## src/rtl/mc_ctrl_pkg.sv

```systemverilog
// mc_ctrl_pkg: shared encodings for the multi-cycle main controller.
//   - state_t   : controller state encoding (also exported on the debug port)
//   - ALU_*     : 5-bit ALU operation codes driven onto alu_op
//   - OP_*/FUNCT_* : MIPS opcode / function field constants
//   - NPC_*/WD_*/RD_*/SRCA_*/SRCB_* : datapath mux select constants
//   - dec_t     : instruction-class one-hots produced by mc_ctrl_decode
package mc_ctrl_pkg;

  typedef enum logic [3:0] {
    S_FETCH    = 4'd0,
    S_DECODE   = 4'd1,
    S_EXE_R    = 4'd2,
    S_EXE_I    = 4'd3,
    S_MEM_ADDR = 4'd4,
    S_MEM_RD   = 4'd5,
    S_MEM_LDWB = 4'd6,
    S_MEM_WR   = 4'd7,
    S_ALU_WB   = 4'd8,
    S_BRANCH   = 4'd9,
    S_JUMP     = 4'd10,
    S_TRAP     = 4'd11
  } state_t;

  localparam logic [4:0] ALU_NOP  = 5'd0;
  localparam logic [4:0] ALU_ADD  = 5'd1;
  localparam logic [4:0] ALU_ADDU = 5'd2;
  localparam logic [4:0] ALU_SUB  = 5'd3;
  localparam logic [4:0] ALU_SUBU = 5'd4;
  localparam logic [4:0] ALU_AND  = 5'd5;
  localparam logic [4:0] ALU_OR   = 5'd6;
  localparam logic [4:0] ALU_XOR  = 5'd7;
  localparam logic [4:0] ALU_NOR  = 5'd8;
  localparam logic [4:0] ALU_SLT  = 5'd9;
  localparam logic [4:0] ALU_SLTU = 5'd10;
  localparam logic [4:0] ALU_SLL  = 5'd11;
  localparam logic [4:0] ALU_SRL  = 5'd12;
  localparam logic [4:0] ALU_SRA  = 5'd13;
  localparam logic [4:0] ALU_SLLV = 5'd14;
  localparam logic [4:0] ALU_SRLV = 5'd15;
  localparam logic [4:0] ALU_SRAV = 5'd16;
  localparam logic [4:0] ALU_LUI  = 5'd17;
  localparam logic [4:0] ALU_SUBZ = 5'd18;  // rs - 0: drives Gez for bgez/bltz

  localparam logic [5:0] OP_RTYPE  = 6'h00;
  localparam logic [5:0] OP_REGIMM = 6'h01;
  localparam logic [5:0] OP_J      = 6'h02;
  localparam logic [5:0] OP_JAL    = 6'h03;
  localparam logic [5:0] OP_BEQ    = 6'h04;
  localparam logic [5:0] OP_BNE    = 6'h05;
  localparam logic [5:0] OP_ADDI   = 6'h08;
  localparam logic [5:0] OP_ADDIU  = 6'h09;
  localparam logic [5:0] OP_SLTI   = 6'h0A;
  localparam logic [5:0] OP_SLTIU  = 6'h0B;
  localparam logic [5:0] OP_ANDI   = 6'h0C;
  localparam logic [5:0] OP_ORI    = 6'h0D;
  localparam logic [5:0] OP_XORI   = 6'h0E;
  localparam logic [5:0] OP_LUI    = 6'h0F;
  localparam logic [5:0] OP_LW     = 6'h23;
  localparam logic [5:0] OP_SW     = 6'h2B;

  localparam logic [5:0] FUNCT_SLL  = 6'h00;
  localparam logic [5:0] FUNCT_SRL  = 6'h02;
  localparam logic [5:0] FUNCT_SRA  = 6'h03;
  localparam logic [5:0] FUNCT_SLLV = 6'h04;
  localparam logic [5:0] FUNCT_SRLV = 6'h06;
  localparam logic [5:0] FUNCT_SRAV = 6'h07;
  localparam logic [5:0] FUNCT_JR   = 6'h08;
  localparam logic [5:0] FUNCT_JALR = 6'h09;
  localparam logic [5:0] FUNCT_ADD  = 6'h20;
  localparam logic [5:0] FUNCT_ADDU = 6'h21;
  localparam logic [5:0] FUNCT_SUB  = 6'h22;
  localparam logic [5:0] FUNCT_SUBU = 6'h23;
  localparam logic [5:0] FUNCT_AND  = 6'h24;
  localparam logic [5:0] FUNCT_OR   = 6'h25;
  localparam logic [5:0] FUNCT_XOR  = 6'h26;
  localparam logic [5:0] FUNCT_NOR  = 6'h27;
  localparam logic [5:0] FUNCT_SLT  = 6'h2A;
  localparam logic [5:0] FUNCT_SLTU = 6'h2B;

  localparam logic [1:0] NPC_ALU    = 2'd0;
  localparam logic [1:0] NPC_ALUOUT = 2'd1;
  localparam logic [1:0] NPC_JUMP   = 2'd2;
  localparam logic [1:0] NPC_RS     = 2'd3;

  localparam logic [1:0] WD_ALUOUT = 2'd0;
  localparam logic [1:0] WD_MDR    = 2'd1;
  localparam logic [1:0] WD_PC     = 2'd2;

  localparam logic [1:0] RD_RT = 2'd0;
  localparam logic [1:0] RD_RD = 2'd1;
  localparam logic [1:0] RD_RA = 2'd2;

  localparam logic [1:0] SRCA_PC    = 2'd0;
  localparam logic [1:0] SRCA_RS    = 2'd1;
  localparam logic [1:0] SRCA_SHAMT = 2'd2;

  localparam logic [1:0] SRCB_RT    = 2'd0;
  localparam logic [1:0] SRCB_FOUR  = 2'd1;
  localparam logic [1:0] SRCB_IMM   = 2'd2;
  localparam logic [1:0] SRCB_IMMSH = 2'd3;

  typedef struct packed {
    logic       r_alu;
    logic       i_alu;
    logic       lw;
    logic       sw;
    logic       beq;
    logic       bne;
    logic       bgez;
    logic       bltz;
    logic       j;
    logic       jal;
    logic       jr;
    logic       jalr;
    logic       shamt;   // sll/srl/sra take A from the shamt field
    logic       ovf_op;  // add/sub/addi: signed overflow can trap
    logic       zext;    // andi/ori/xori zero-extend the immediate
    logic [4:0] alu_op;  // EXE-state ALU operation
  } dec_t;

endpackage

```

## src/rtl/mc_ctrl_if.sv

```systemverilog
// mc_ctrl_if: controller <-> datapath bundle.
//   Datapath -> controller: op_i, funct_i, rt_i (registered IR fields),
//                           zero_i, gez_i, ovf_i (ALU flags, current cycle).
//   Controller -> datapath: write enables, memory strobes, mux selects,
//                           alu_op, trap pulse exc and debug state.
//   modport master: the controller; modport slave: the datapath side.
interface mc_ctrl_if;
  logic [5:0] op_i;
  logic [5:0] funct_i;
  logic [4:0] rt_i;
  logic       zero_i;
  logic       gez_i;
  logic       ovf_i;

  logic       pc_write;
  logic       ir_write;
  logic       mem_read;
  logic       mem_write;
  logic       reg_write;
  logic       iord_sel;
  logic [1:0] reg_dst;
  logic [1:0] wd_sel;
  logic [1:0] alu_src_a;
  logic [1:0] alu_src_b;
  logic       ext_op;
  logic [4:0] alu_op;
  logic [1:0] npc_sel;
  logic       exc;
  logic [3:0] state;

  modport master (
    input  op_i, funct_i, rt_i, zero_i, gez_i, ovf_i,
    output pc_write, ir_write, mem_read, mem_write, reg_write, iord_sel,
           reg_dst, wd_sel, alu_src_a, alu_src_b, ext_op, alu_op, npc_sel,
           exc, state
  );

  modport slave (
    output op_i, funct_i, rt_i, zero_i, gez_i, ovf_i,
    input  pc_write, ir_write, mem_read, mem_write, reg_write, iord_sel,
           reg_dst, wd_sel, alu_src_a, alu_src_b, ext_op, alu_op, npc_sel,
           exc, state
  );
endinterface

```

## src/rtl/mc_ctrl_decode.sv

```systemverilog
// mc_ctrl_decode: combinational instruction classifier.
//   op, funct, rt : IR fields
//   dec           : class one-hots plus the EXE-state ALU operation.
// An encoding not recognised leaves every class bit clear, which the
// controller turns into a trap.
module mc_ctrl_decode
  import mc_ctrl_pkg::*;
(
  input  logic [5:0] op,
  input  logic [5:0] funct,
  input  logic [4:0] rt,
  output dec_t       dec
);

  always_comb begin
    dec        = '0;
    dec.alu_op = ALU_NOP;
    case (op)
      OP_RTYPE: begin
        dec.r_alu = 1'b1;
        case (funct)
          FUNCT_ADD:  begin dec.alu_op = ALU_ADD; dec.ovf_op = 1'b1; end
          FUNCT_ADDU: dec.alu_op = ALU_ADDU;
          FUNCT_SUB:  begin dec.alu_op = ALU_SUB; dec.ovf_op = 1'b1; end
          FUNCT_SUBU: dec.alu_op = ALU_SUBU;
          FUNCT_AND:  dec.alu_op = ALU_AND;
          FUNCT_OR:   dec.alu_op = ALU_OR;
          FUNCT_XOR:  dec.alu_op = ALU_XOR;
          FUNCT_NOR:  dec.alu_op = ALU_NOR;
          FUNCT_SLT:  dec.alu_op = ALU_SLT;
          FUNCT_SLTU: dec.alu_op = ALU_SLTU;
          FUNCT_SLL:  begin dec.alu_op = ALU_SLL; dec.shamt = 1'b1; end
          FUNCT_SRL:  begin dec.alu_op = ALU_SRL; dec.shamt = 1'b1; end
          FUNCT_SRA:  begin dec.alu_op = ALU_SRA; dec.shamt = 1'b1; end
          FUNCT_SLLV: dec.alu_op = ALU_SLLV;
          FUNCT_SRLV: dec.alu_op = ALU_SRLV;
          FUNCT_SRAV: dec.alu_op = ALU_SRAV;
          FUNCT_JR:   begin dec.r_alu = 1'b0; dec.jr = 1'b1; end
          FUNCT_JALR: begin dec.r_alu = 1'b0; dec.jalr = 1'b1; end
          default:    dec.r_alu = 1'b0;
        endcase
      end
      OP_REGIMM: begin
        dec.bgez = (rt == 5'd1);
        dec.bltz = (rt == 5'd0);
      end
      OP_J:     dec.j   = 1'b1;
      OP_JAL:   dec.jal = 1'b1;
      OP_BEQ:   dec.beq = 1'b1;
      OP_BNE:   dec.bne = 1'b1;
      OP_LW:    dec.lw  = 1'b1;
      OP_SW:    dec.sw  = 1'b1;
      OP_ADDI:  begin dec.i_alu = 1'b1; dec.alu_op = ALU_ADD; dec.ovf_op = 1'b1; end
      OP_ADDIU: begin dec.i_alu = 1'b1; dec.alu_op = ALU_ADDU; end
      OP_SLTI:  begin dec.i_alu = 1'b1; dec.alu_op = ALU_SLT;  end
      OP_SLTIU: begin dec.i_alu = 1'b1; dec.alu_op = ALU_SLTU; end
      OP_ANDI:  begin dec.i_alu = 1'b1; dec.alu_op = ALU_AND; dec.zext = 1'b1; end
      OP_ORI:   begin dec.i_alu = 1'b1; dec.alu_op = ALU_OR;  dec.zext = 1'b1; end
      OP_XORI:  begin dec.i_alu = 1'b1; dec.alu_op = ALU_XOR; dec.zext = 1'b1; end
      OP_LUI:   begin dec.i_alu = 1'b1; dec.alu_op = ALU_LUI; end
      default:  ;
    endcase
  end

endmodule

```

## src/rtl/mc_ctrl.sv

```systemverilog
// mc_ctrl: multi-cycle CPU main controller.
//   clk  : clock, rising edge
//   rstn : asynchronous active-low reset
//   bus  : mc_ctrl_if.master -- IR fields and ALU flags in; write enables,
//          memory strobes, mux selects, alu_op, exc and debug state out.
// Parameter EXC_ON_OVF: 1 = signed overflow on add/sub/addi suppresses the
// writeback and traps; 0 = writeback proceeds.
// Outputs are decoded from the state register and registered IR fields; the
// only flag-dependent (Mealy) output is pc_write in BRANCH.
module mc_ctrl
  import mc_ctrl_pkg::*;
#(
  parameter bit EXC_ON_OVF = 1'b1
) (
  input logic      clk,
  input logic      rstn,
  mc_ctrl_if.master bus
);

  state_t state_q;
  logic   ovf_q;
  dec_t   dec;

  mc_ctrl_decode u_decode (
    .op    (bus.op_i),
    .funct (bus.funct_i),
    .rt    (bus.rt_i),
    .dec   (dec)
  );

  always_ff @(posedge clk or negedge rstn) begin
    if (!rstn) begin
      state_q <= S_FETCH;
      ovf_q   <= 1'b0;
    end else begin
      case (state_q)
        S_FETCH: begin
          ovf_q   <= 1'b0;
          state_q <= S_DECODE;
        end
        S_DECODE: begin
          if (dec.r_alu)                                 state_q <= S_EXE_R;
          else if (dec.i_alu)                            state_q <= S_EXE_I;
          else if (dec.lw | dec.sw)                      state_q <= S_MEM_ADDR;
          else if (dec.beq | dec.bne | dec.bgez | dec.bltz) state_q <= S_BRANCH;
          else if (dec.j | dec.jal | dec.jr | dec.jalr)  state_q <= S_JUMP;
          else                                           state_q <= S_TRAP;
        end
        S_EXE_R, S_EXE_I: begin
          ovf_q   <= bus.ovf_i & dec.ovf_op & EXC_ON_OVF;
          state_q <= S_ALU_WB;
        end
        S_ALU_WB:   state_q <= ovf_q ? S_TRAP : S_FETCH;
        S_MEM_ADDR: state_q <= dec.lw ? S_MEM_RD : S_MEM_WR;
        S_MEM_RD:   state_q <= S_MEM_LDWB;
        default:    state_q <= S_FETCH;
      endcase
    end
  end

  logic       pc_write_c, ir_write_c, mem_read_c, mem_write_c, reg_write_c, exc_c;
  logic       iord_c, ext_c;
  logic [1:0] reg_dst_c, wd_c, src_a_c, src_b_c, npc_c;
  logic [4:0] alu_op_c;
  logic       br_taken;

  assign br_taken = (dec.beq  &  bus.zero_i) | (dec.bne  & ~bus.zero_i) |
                    (dec.bgez &  bus.gez_i)  | (dec.bltz & ~bus.gez_i);

  always_comb begin
    pc_write_c  = 1'b0;
    ir_write_c  = 1'b0;
    mem_read_c  = 1'b0;
    mem_write_c = 1'b0;
    reg_write_c = 1'b0;
    exc_c       = 1'b0;
    iord_c      = 1'b0;
    ext_c       = 1'b0;
    reg_dst_c   = RD_RT;
    wd_c        = WD_ALUOUT;
    src_a_c     = SRCA_PC;
    src_b_c     = SRCB_RT;
    npc_c       = NPC_ALU;
    alu_op_c    = ALU_NOP;
    case (state_q)
      S_FETCH: begin
        pc_write_c = 1'b1;
        ir_write_c = 1'b1;
        mem_read_c = 1'b1;
        src_b_c    = SRCB_FOUR;
        alu_op_c   = ALU_ADDU;
      end
      S_DECODE: begin
        // Speculatively form the branch target into ALUOut.
        src_b_c  = SRCB_IMMSH;
        ext_c    = 1'b1;
        alu_op_c = ALU_ADDU;
      end
      S_EXE_R: begin
        src_a_c  = dec.shamt ? SRCA_SHAMT : SRCA_RS;
        alu_op_c = dec.alu_op;
      end
      S_EXE_I: begin
        src_a_c  = SRCA_RS;
        src_b_c  = SRCB_IMM;
        ext_c    = ~dec.zext;
        alu_op_c = dec.alu_op;
      end
      S_ALU_WB: begin
        reg_write_c = ~ovf_q;
        reg_dst_c   = dec.r_alu ? RD_RD : RD_RT;
      end
      S_MEM_ADDR: begin
        src_a_c  = SRCA_RS;
        src_b_c  = SRCB_IMM;
        ext_c    = 1'b1;
        alu_op_c = ALU_ADDU;
      end
      S_MEM_RD: begin
        mem_read_c = 1'b1;
        iord_c     = 1'b1;
      end
      S_MEM_LDWB: begin
        reg_write_c = 1'b1;
        wd_c        = WD_MDR;
      end
      S_MEM_WR: begin
        mem_write_c = 1'b1;
        iord_c      = 1'b1;
      end
      S_BRANCH: begin
        src_a_c    = SRCA_RS;
        alu_op_c   = (dec.bgez | dec.bltz) ? ALU_SUBZ : ALU_SUBU;
        npc_c      = NPC_ALUOUT;
        pc_write_c = br_taken;
      end
      S_JUMP: begin
        pc_write_c  = 1'b1;
        npc_c       = (dec.jr | dec.jalr) ? NPC_RS : NPC_JUMP;
        // PC already holds PC+4, which is the link value.
        reg_write_c = dec.jal | dec.jalr;
        reg_dst_c   = dec.jal ? RD_RA : RD_RD;
        wd_c        = WD_PC;
      end
      S_TRAP: exc_c = 1'b1;
      default: ;
    endcase
  end

  // While reset is held the state reads FETCH, but no strobe may fire; the
  // first real fetch happens on the first edge after release.
  assign bus.pc_write  = rstn & pc_write_c;
  assign bus.ir_write  = rstn & ir_write_c;
  assign bus.mem_read  = rstn & mem_read_c;
  assign bus.mem_write = rstn & mem_write_c;
  assign bus.reg_write = rstn & reg_write_c;
  assign bus.exc       = rstn & exc_c;
  assign bus.iord_sel  = iord_c;
  assign bus.ext_op    = ext_c;
  assign bus.reg_dst   = reg_dst_c;
  assign bus.wd_sel    = wd_c;
  assign bus.alu_src_a = src_a_c;
  assign bus.alu_src_b = src_b_c;
  assign bus.npc_sel   = npc_c;
  assign bus.alu_op    = alu_op_c;
  assign bus.state     = state_q;

endmodule

```

## src/flat_wrapper.sv

```systemverilog
// flat-port wrapper written by rule: the top's interface ports become plain ports
module mc_ctrl_flat import mc_ctrl_pkg::*;
#(
  parameter bit EXC_ON_OVF = 1'b1
)
  (clk, rstn, bus_op_i, bus_funct_i, bus_rt_i, bus_zero_i, bus_gez_i, bus_ovf_i, bus_pc_write, bus_ir_write, bus_mem_read, bus_mem_write, bus_reg_write, bus_iord_sel, bus_reg_dst, bus_wd_sel, bus_alu_src_a, bus_alu_src_b, bus_ext_op, bus_alu_op, bus_npc_sel, bus_exc, bus_state);
  mc_ctrl_if bus_i ();
  input logic clk;
  input logic rstn;
  input wire logic [$bits(bus_i.op_i)-1:0] bus_op_i;
  input wire logic [$bits(bus_i.funct_i)-1:0] bus_funct_i;
  input wire logic [$bits(bus_i.rt_i)-1:0] bus_rt_i;
  input wire logic [$bits(bus_i.zero_i)-1:0] bus_zero_i;
  input wire logic [$bits(bus_i.gez_i)-1:0] bus_gez_i;
  input wire logic [$bits(bus_i.ovf_i)-1:0] bus_ovf_i;
  output wire logic [$bits(bus_i.pc_write)-1:0] bus_pc_write;
  output wire logic [$bits(bus_i.ir_write)-1:0] bus_ir_write;
  output wire logic [$bits(bus_i.mem_read)-1:0] bus_mem_read;
  output wire logic [$bits(bus_i.mem_write)-1:0] bus_mem_write;
  output wire logic [$bits(bus_i.reg_write)-1:0] bus_reg_write;
  output wire logic [$bits(bus_i.iord_sel)-1:0] bus_iord_sel;
  output wire logic [$bits(bus_i.reg_dst)-1:0] bus_reg_dst;
  output wire logic [$bits(bus_i.wd_sel)-1:0] bus_wd_sel;
  output wire logic [$bits(bus_i.alu_src_a)-1:0] bus_alu_src_a;
  output wire logic [$bits(bus_i.alu_src_b)-1:0] bus_alu_src_b;
  output wire logic [$bits(bus_i.ext_op)-1:0] bus_ext_op;
  output wire logic [$bits(bus_i.alu_op)-1:0] bus_alu_op;
  output wire logic [$bits(bus_i.npc_sel)-1:0] bus_npc_sel;
  output wire logic [$bits(bus_i.exc)-1:0] bus_exc;
  output wire logic [$bits(bus_i.state)-1:0] bus_state;
  assign bus_i.op_i = bus_op_i;
  assign bus_i.funct_i = bus_funct_i;
  assign bus_i.rt_i = bus_rt_i;
  assign bus_i.zero_i = bus_zero_i;
  assign bus_i.gez_i = bus_gez_i;
  assign bus_i.ovf_i = bus_ovf_i;
  assign bus_pc_write = bus_i.pc_write;
  assign bus_ir_write = bus_i.ir_write;
  assign bus_mem_read = bus_i.mem_read;
  assign bus_mem_write = bus_i.mem_write;
  assign bus_reg_write = bus_i.reg_write;
  assign bus_iord_sel = bus_i.iord_sel;
  assign bus_reg_dst = bus_i.reg_dst;
  assign bus_wd_sel = bus_i.wd_sel;
  assign bus_alu_src_a = bus_i.alu_src_a;
  assign bus_alu_src_b = bus_i.alu_src_b;
  assign bus_ext_op = bus_i.ext_op;
  assign bus_alu_op = bus_i.alu_op;
  assign bus_npc_sel = bus_i.npc_sel;
  assign bus_exc = bus_i.exc;
  assign bus_state = bus_i.state;
  mc_ctrl #(.EXC_ON_OVF(EXC_ON_OVF)) u_core (.clk(clk), .rstn(rstn), .bus(bus_i));
endmodule
```

## config.mk

```make
export PLATFORM = sky130hd
export DESIGN_NAME = mc_ctrl_flat
export DESIGN_NICKNAME = d
export VERILOG_FILES = /design/src/rtl/mc_ctrl_pkg.sv /design/src/rtl/mc_ctrl_if.sv /design/src/rtl/mc_ctrl_decode.sv /design/src/rtl/mc_ctrl.sv /design/src/flat_wrapper.sv
export SDC_FILE = /design/constraint.sdc
export NUM_CORES = 1
export LEC_CHECK = 0
export BUFFER_PORTS_ARGS = -buffer_cell sky130_fd_sc_hd__clkbuf_2
export CAP_MARGIN = 20
export CORE_ASPECT_RATIO = 1.2
export CORE_MARGIN = 4
export CORE_UTILIZATION = 40
export DETAILED_ROUTE_END_ITERATION = 6
export HOLD_SLACK_MARGIN = 0.02
export MAX_ROUTING_LAYER = met4
export PLACE_DENSITY = 0.74
export SETUP_SLACK_MARGIN = 0.05
export SLEW_MARGIN = 20
export SYNTH_ARGS = -nofsm -noshare
export SYNTH_HDL_FRONTEND = slang
export SYNTH_SLANG_ARGS = --single-unit
```

## constraint.sdc

```tcl
create_clock -name clk -period 2.44 [get_ports clk]
set_clock_uncertainty 0.1 [all_clocks]
set_input_delay 0.366 -clock clk [delete_from_list [all_inputs] [get_ports clk]]
set_output_delay 0.366 -clock clk [all_outputs]
set_load 0.05 [all_outputs]
```

==> impl_metrics.yaml, run 1 <==
outcome:
  status: "finished with violations"
  violations: "negative setup slack"
global_routing:
  grt-ovfl-total: 0
  gr-usage-all-layers: 0.225
  antenna_found_initial: 0
  grt_max_degree: 15
  grt_pass1_vias: 1359
  grt_pass1_wl_um: 5950
setup_path:
  crit_slowest_cell: "or4_4"
  critPathMaxStageDelay_ps: 550
  critPathKind: "input port to output pin"
  cp.required_ps: 1970
  crit_fanout: 4
  cp.buffers_inverters: 2
  worstSetupStartpoint: "bus_op_i[5]"
  arrival_ps: 2020
  r2r-start: "u_core.bus.state[1]"
  critPathTopFamily: "simple AND/OR/NAND/NOR gates"
  cp-end-kind: "output pin"
  critical_path.startpoint_type: "input port"
  crit_chain: "buf_6 -> or4_4 -> nor4_4 -> o211a_4 -> nor2_4 -> a2111oi_4 -> buf_12"
power_and_ir_drop:
  p_sw_frac: 0.616
  p_clk_frac: 0.060
  power_leakage_nw: 0.671
  ir_worst_vdd_mv: 0.838
  p_total_mw: 1.51
  power_per_cell_area_nw_per_um2: 942
  p_seq_frac: 0.117
  comb_power_share: 0.823
  power.net_switching_mw: 0.930
  intPower_mw: 0.580
cells_and_area:
  layout_commonest_cell: "clkbuf_2"
  final_area_um2: 1600
  area_growth_pct: 56.8
  layout_common_cells: "33 x clkbuf_2, 19 x nand2_1, 15 x nor2_1"
  antenna_cells: 0
  drive_gt1_frac: 0.426
  final_util: 0.674
  nets: 227
placed_design:
  post_dp_cell_area_um2: 1510
  hpwl_um: 2810
  portBuffers: 48
  gp_congestion: 0.959
timing:
  final.setup.tns_ps: -179
  clock.fmax_mhz: 403
  maxSlewViolCount: 0
  rsz0062_at_grt: "true"
  fin_ws_ps: -44.0
  holdWs_ps: 279
  hold_violations: 0
  min_period_ps: 2480
  period_share: 1.02
  setup_viol: 7
  worst_slew_pin_slew_ps: 481
  maxSlewHeadroom: 0.680
floorplanning:
  fp-row-count: 19
  io-pin-count: 49
  initial_core_util: 0.430
  die_w_um: 54.2
  die-height_um: 63.4
  dieArea_um2: 3430
  core_area_um2: 2380
logic_synthesis:
  avgSynthCellArea_um2: 6.77
  async_flop_share: 1.00
  syn_area_um2: 1020
  synth_edf_count: 0
  synth_cells: 151
  synth_seq_area_share: 0.122
  ys_types: 47
  yosys_warnings: 0
  yosys_register_bits: 5
  ys_dominant_reg_cell: "dfrtp_1"
  synth_nets: 173
clocking:
  cts_sinks: 5
  cts_tree: "built"
  cts_made_buffers: 3
  htreeDepth: 1
  cts-root-buf: "clkbuf_4"
  clockBufferDepth: 2
  clk_pin_slew_ps: 40
  clock_latency_ps: 230
detailed_routing:
  drc: 0
  drt_iter0_drc: 35
  viasPerCell: 5.90
  wl_um: 3550
  ant_nets: 0
  num_vias: 1387
  drt-pass1-iter-count: 4
  wire_per_inst_um: 15.1
worst_hold_path:
  worstHoldStart: "bus_ovf_i"
  hold_path.class: "input port to flop"
run:
  cap_violations: 0
-- cell usage after synthesis, drive strengths merged, types with 2 or more instances --
cell | count | area [um2]
nor3b | 2 | 15.0
nor4 | 5 | 46.3
nor2b | 4 | 25.0
inv | 7 | 26.3
o22a | 2 | 18.8
clkbuf | 8 | 50.1
o311ai | 2 | 17.5
nand2b | 2 | 12.5
o22ai | 4 | 25.0
nand3b | 3 | 22.5
nor3 | 8 | 40.0
nand3 | 5 | 25.0
and2 | 2 | 12.5
xnor2 | 2 | 17.5
a32oi | 2 | 17.5
a21oi | 11 | 55.1
o21bai | 3 | 22.5
and3 | 2 | 12.5
nand2 | 19 | 71.3
nor2 | 17 | 66.3
buf | 4 | 41.3
xor2 | 2 | 17.5
nor4b | 2 | 17.5
nand4 | 2 | 12.5
o21ai | 7 | 35.0
dfrtp | 5 | 125
a31oi | 3 | 18.8
o31ai | 2 | 15.0
-- worst min-delay path, delay by kind of cell --
kind | cells | cell delay, ps
buffers and inverters | 1 | 80
AND/OR/NAND/NOR | 1 | 60
AO/OA/AOI/OAI | 1 | 60
-- per-layer routing --
metal / up-vias / global-route usage / part of all wire
met5: - / - / 0
met4: 0 / 0.0903 / 0.031
met3: 13 / 0.0330 / 0.059
met2: 63 / 0.365 / 0.51
met1: 643 / 0.268 / 0.40
li1: 668 / - / -
-- logic make-up (layout without fill, tap and decap cells) --
family	Yosys count	in the layout	synth area share
multiplexers	1	1	0.00979
XOR/XNOR	4	4	0.0343
AND/OR/NAND/NOR	77	77	0.409
AO/OA/AOI/OAI	45	45	0.310
flip-flops	5	5	0.122
buffers and inverters	19	72	0.115
-- power groups by stage --
stage | Combinational (mW) | Sequential (mW) | Clock [mW]
after floorplan | 0.842 | 0.216 | 0
after global placement | 1.19 | 0.171 | 0
after detailed placement | 1.21 | 0.171 | 0
after CTS | 1.23 | 0.172 | 0.0951
after global routing | 1.32 | 0.180 | 0.102
final | 1.24 | 0.177 | 0.0908
-- stage by stage --
stage / instances / worst slack, ps
finish: 235 / -44.0
global route: 235 / -119
CTS: 235 / -59.9
detailed placement: 229 / -140
global placement: 229 / -97.1
floorplan: 151 / -230
-- final timing paths --
| check | endpoint | slack, ps | depth (start not counted) |
|---|---|---|---|
| worst max-delay path | bus_reg_dst[0] | -40 | 7 |
| worst min-delay path | u_core.ovf_q | 280 | 3 |
| worst max register to register | u_core.bus.state[3] | 620 | 4 |
| worst min register to register | u_core.ovf_q | 500 | 2 |
| max in group asynchronous | u_core.bus.state[2] | 1620 | 2 |
| min in group asynchronous | u_core.bus.state[1] | 420 | 2 |
-- final cells by class --
cell class | instances | area (um2)
well taps | 31 | 38.8
flip-flops and latches | 5 | 126
inverters | 7 | 26.3
repair buffers | 61 | 478
clock buffers | 4 | 26.3
fillers | 208 | 774
multi-input cells | 127 | 907
-- flip-flops by register name (all words and copies together), names as in the netlist --
signal	cells
u_core.bus.state	4
u_core.ovf_q	1
-- repair_timing --
action / CTS / global route
setup buffers: 1 / 0
gates resized for setup: 6 / 11
endpoints found under the setup margin: 9 / 13
hold buffers: 1 / 0
pin swaps: 4 / 3
endpoints found under the hold margin: 5 / 0
Power figures use the tool's default switching activity.
==> run 2: changes to the inputs <==
- PLACE_DENSITY: 0.74 -> unset
- PLACE_DENSITY_LB_ADDON: unset -> 0.15
==> run 2 against run 1 <==
The run still ends with negative setup slack left. Utilization up 1.3 points. Global-route usage fell by 0.58 points. Sequential power shrank 6%. Critical path type unchanged. Largest power group unchanged. Highest routed layer unchanged.
==> impl_metrics.yaml, run 2 (synthesis gave the netlist of run 1 again) <==
cells_and_area:
  largest_reg_flops: 4
  n_fill_cell: 204
  layout_commonest_cell: "clkbuf_2"
  nets: 228
  stdcell_count: 236
  antenna_cells: 0
  final_util: 0.687
  layout_common_cells: "36 x clkbuf_2, 18 x nand2_1, 15 x nor2_1"
  drive_gt1_frac: 0.434
  area_growth_pct: 59.7
clocking:
  cts-root-buf: "clkbuf_4"
  cts_sinks: 5
  cts_made_buffers: 3
  clk_pin_slew_ps: 40
  clockBufferDepth: 2
  cts_tree: "built"
  clock_latency_ps: 250
  htreeDepth: 1
timing:
  hold_violations: 0
  fin_ws_ps: -39.8
  clock.fmax_mhz: 403
  period_share: 1.02
  worst_slew_pin_slew_ps: 441
  rsz0062_at_grt: "true"
  setup_viol: 3
  maxSlewViolCount: 0
  min_period_ps: 2480
  maxSlewHeadroom: 0.706
global_routing:
  grt_pass1_wl_um: 5620
  antenna_found_initial: 0
  grt_max_degree: 15
  gr-usage-all-layers: 0.219
  grt-ovfl-total: 0
  grt_pass1_vias: 1251
setup_path:
  arrival_ps: 2010
  critPathKind: "input port to output pin"
  cp-end-kind: "output pin"
  crit_fanout: 4
  worstSetupStartpoint: "bus_op_i[5]"
  cp.required_ps: 1970
  critical_path.startpoint_type: "input port"
  r2r-start: "u_core.bus.state[1]"
floorplanning:
  fp-row-count: 19
  die_w_um: 54.2
  io-pin-count: 49
  dieArea_um2: 3430
  core_area_um2: 2380
  initial_core_util: 0.430
  die-height_um: 63.4
power_and_ir_drop:
  ir_worst_vdd_mv: 0.819
  power.net_switching_mw: 0.942
  intPower_mw: 0.592
  comb_power_share: 0.827
  power_per_cell_area_nw_per_um2: 939
  p_seq_frac: 0.109
  power_leakage_nw: 0.688
  p_sw_frac: 0.614
  p_clk_frac: 0.064
detailed_routing:
  wire_per_inst_um: 15.1
  drt_iter0_drc: 51
  num_vias: 1373
  drt-pass1-iter-count: 4
  viasPerCell: 5.82
  drc: 0
  wl_um: 3560
  ant_nets: 0
placed_design:
  gp_congestion: 0.879
  placed_cells_incl_taps: 230
  portBuffers: 48
  hpwl_um: 2830
worst_hold_path:
  hold_path.class: "input port to flop"
  worstHoldStart: "bus_ovf_i"
outcome:
  status: "finished with violations"
  violations: "negative setup slack"
run:
  cap_violations: 0
run 2: final cells by class:
class | count | area [um2] | share of cell area
Multi-Input combinational cell | 127 | 932 | 0.571
Timing Repair Buffer | 62 | 483 | 0.296
Sequential cell | 5 | 126 | 0.0774
Tap cell | 31 | 38.8 | 0.0238
Clock buffer | 4 | 26.3 | 0.0161
Inverter | 7 | 26.3 | 0.0161
run 2: power groups by stage:
stage                     logic [mW]  registers (mW)  clock network [mW]
after CTS                       1.24           0.165               0.100
after floorplan                0.842           0.216                   0
after global placement          1.20           0.165                   0
after global routing            1.34           0.173               0.107
after detailed placement        1.22           0.167                   0
final                           1.27           0.167              0.0986
run 2: final timing paths:
check | cells after the start | to | slack [ps]
worst max-delay path | 7 | bus_npc_sel[0] | -40
worst min-delay path | 3 | u_core.ovf_q | 280
worst max register to register | 4 | u_core.bus.state[3] | 780
worst min register to register | 2 | u_core.bus.state[1] | 510
max in group asynchronous | 2 | u_core.bus.state[2] | 1610
min in group asynchronous | 2 | u_core.bus.state[1] | 410
run 2: repair_timing:
item | CTS | global route
pin swaps | 3 | 3
endpoints found under the hold margin | 5 | 0
setup endpoints to repair | 8 | 12
gates resized for setup | 7 | 10
hold buffers | 1 | 0
buffers inserted | 1 | 0
run 2: routing by layer:
layer	share of wire	track usage	vias to the layer above	wire, um
li1	-	-	672	-
met1	0.38	0.243	645	1350
met2	0.54	0.388	50	1940
met3	0.052	0.00943	6	187
met4	0.022	0.0903	0	79
met5	0	-	-	0
run 2: worst max-delay path, cell delays in order:
cell and delay [ps]:
buf_6 90, or4_4 550, nor4_4 250, nand4b_1 190
buf_4 180, o31ai_4 210, buf_12 170
run 2: through the flow:
step / worst slack, ps / hold WS (ps) / instance area, um2 / setup TNS (ps) / total power [mW]
floorplan: -230 / -29.6 / 1140 / -818 / 1.06
global placement: -93.7 / 125 / 1530 / -121 / 1.37
detailed placement: -131 / 131 / 1530 / -283 / 1.38
CTS: -52.2 / 273 / 1610 / -141 / 1.51
global route: -130 / 289 / 1630 / -609 / 1.62
finish: -39.8 / 280 / 1630 / -98.1 / 1.53
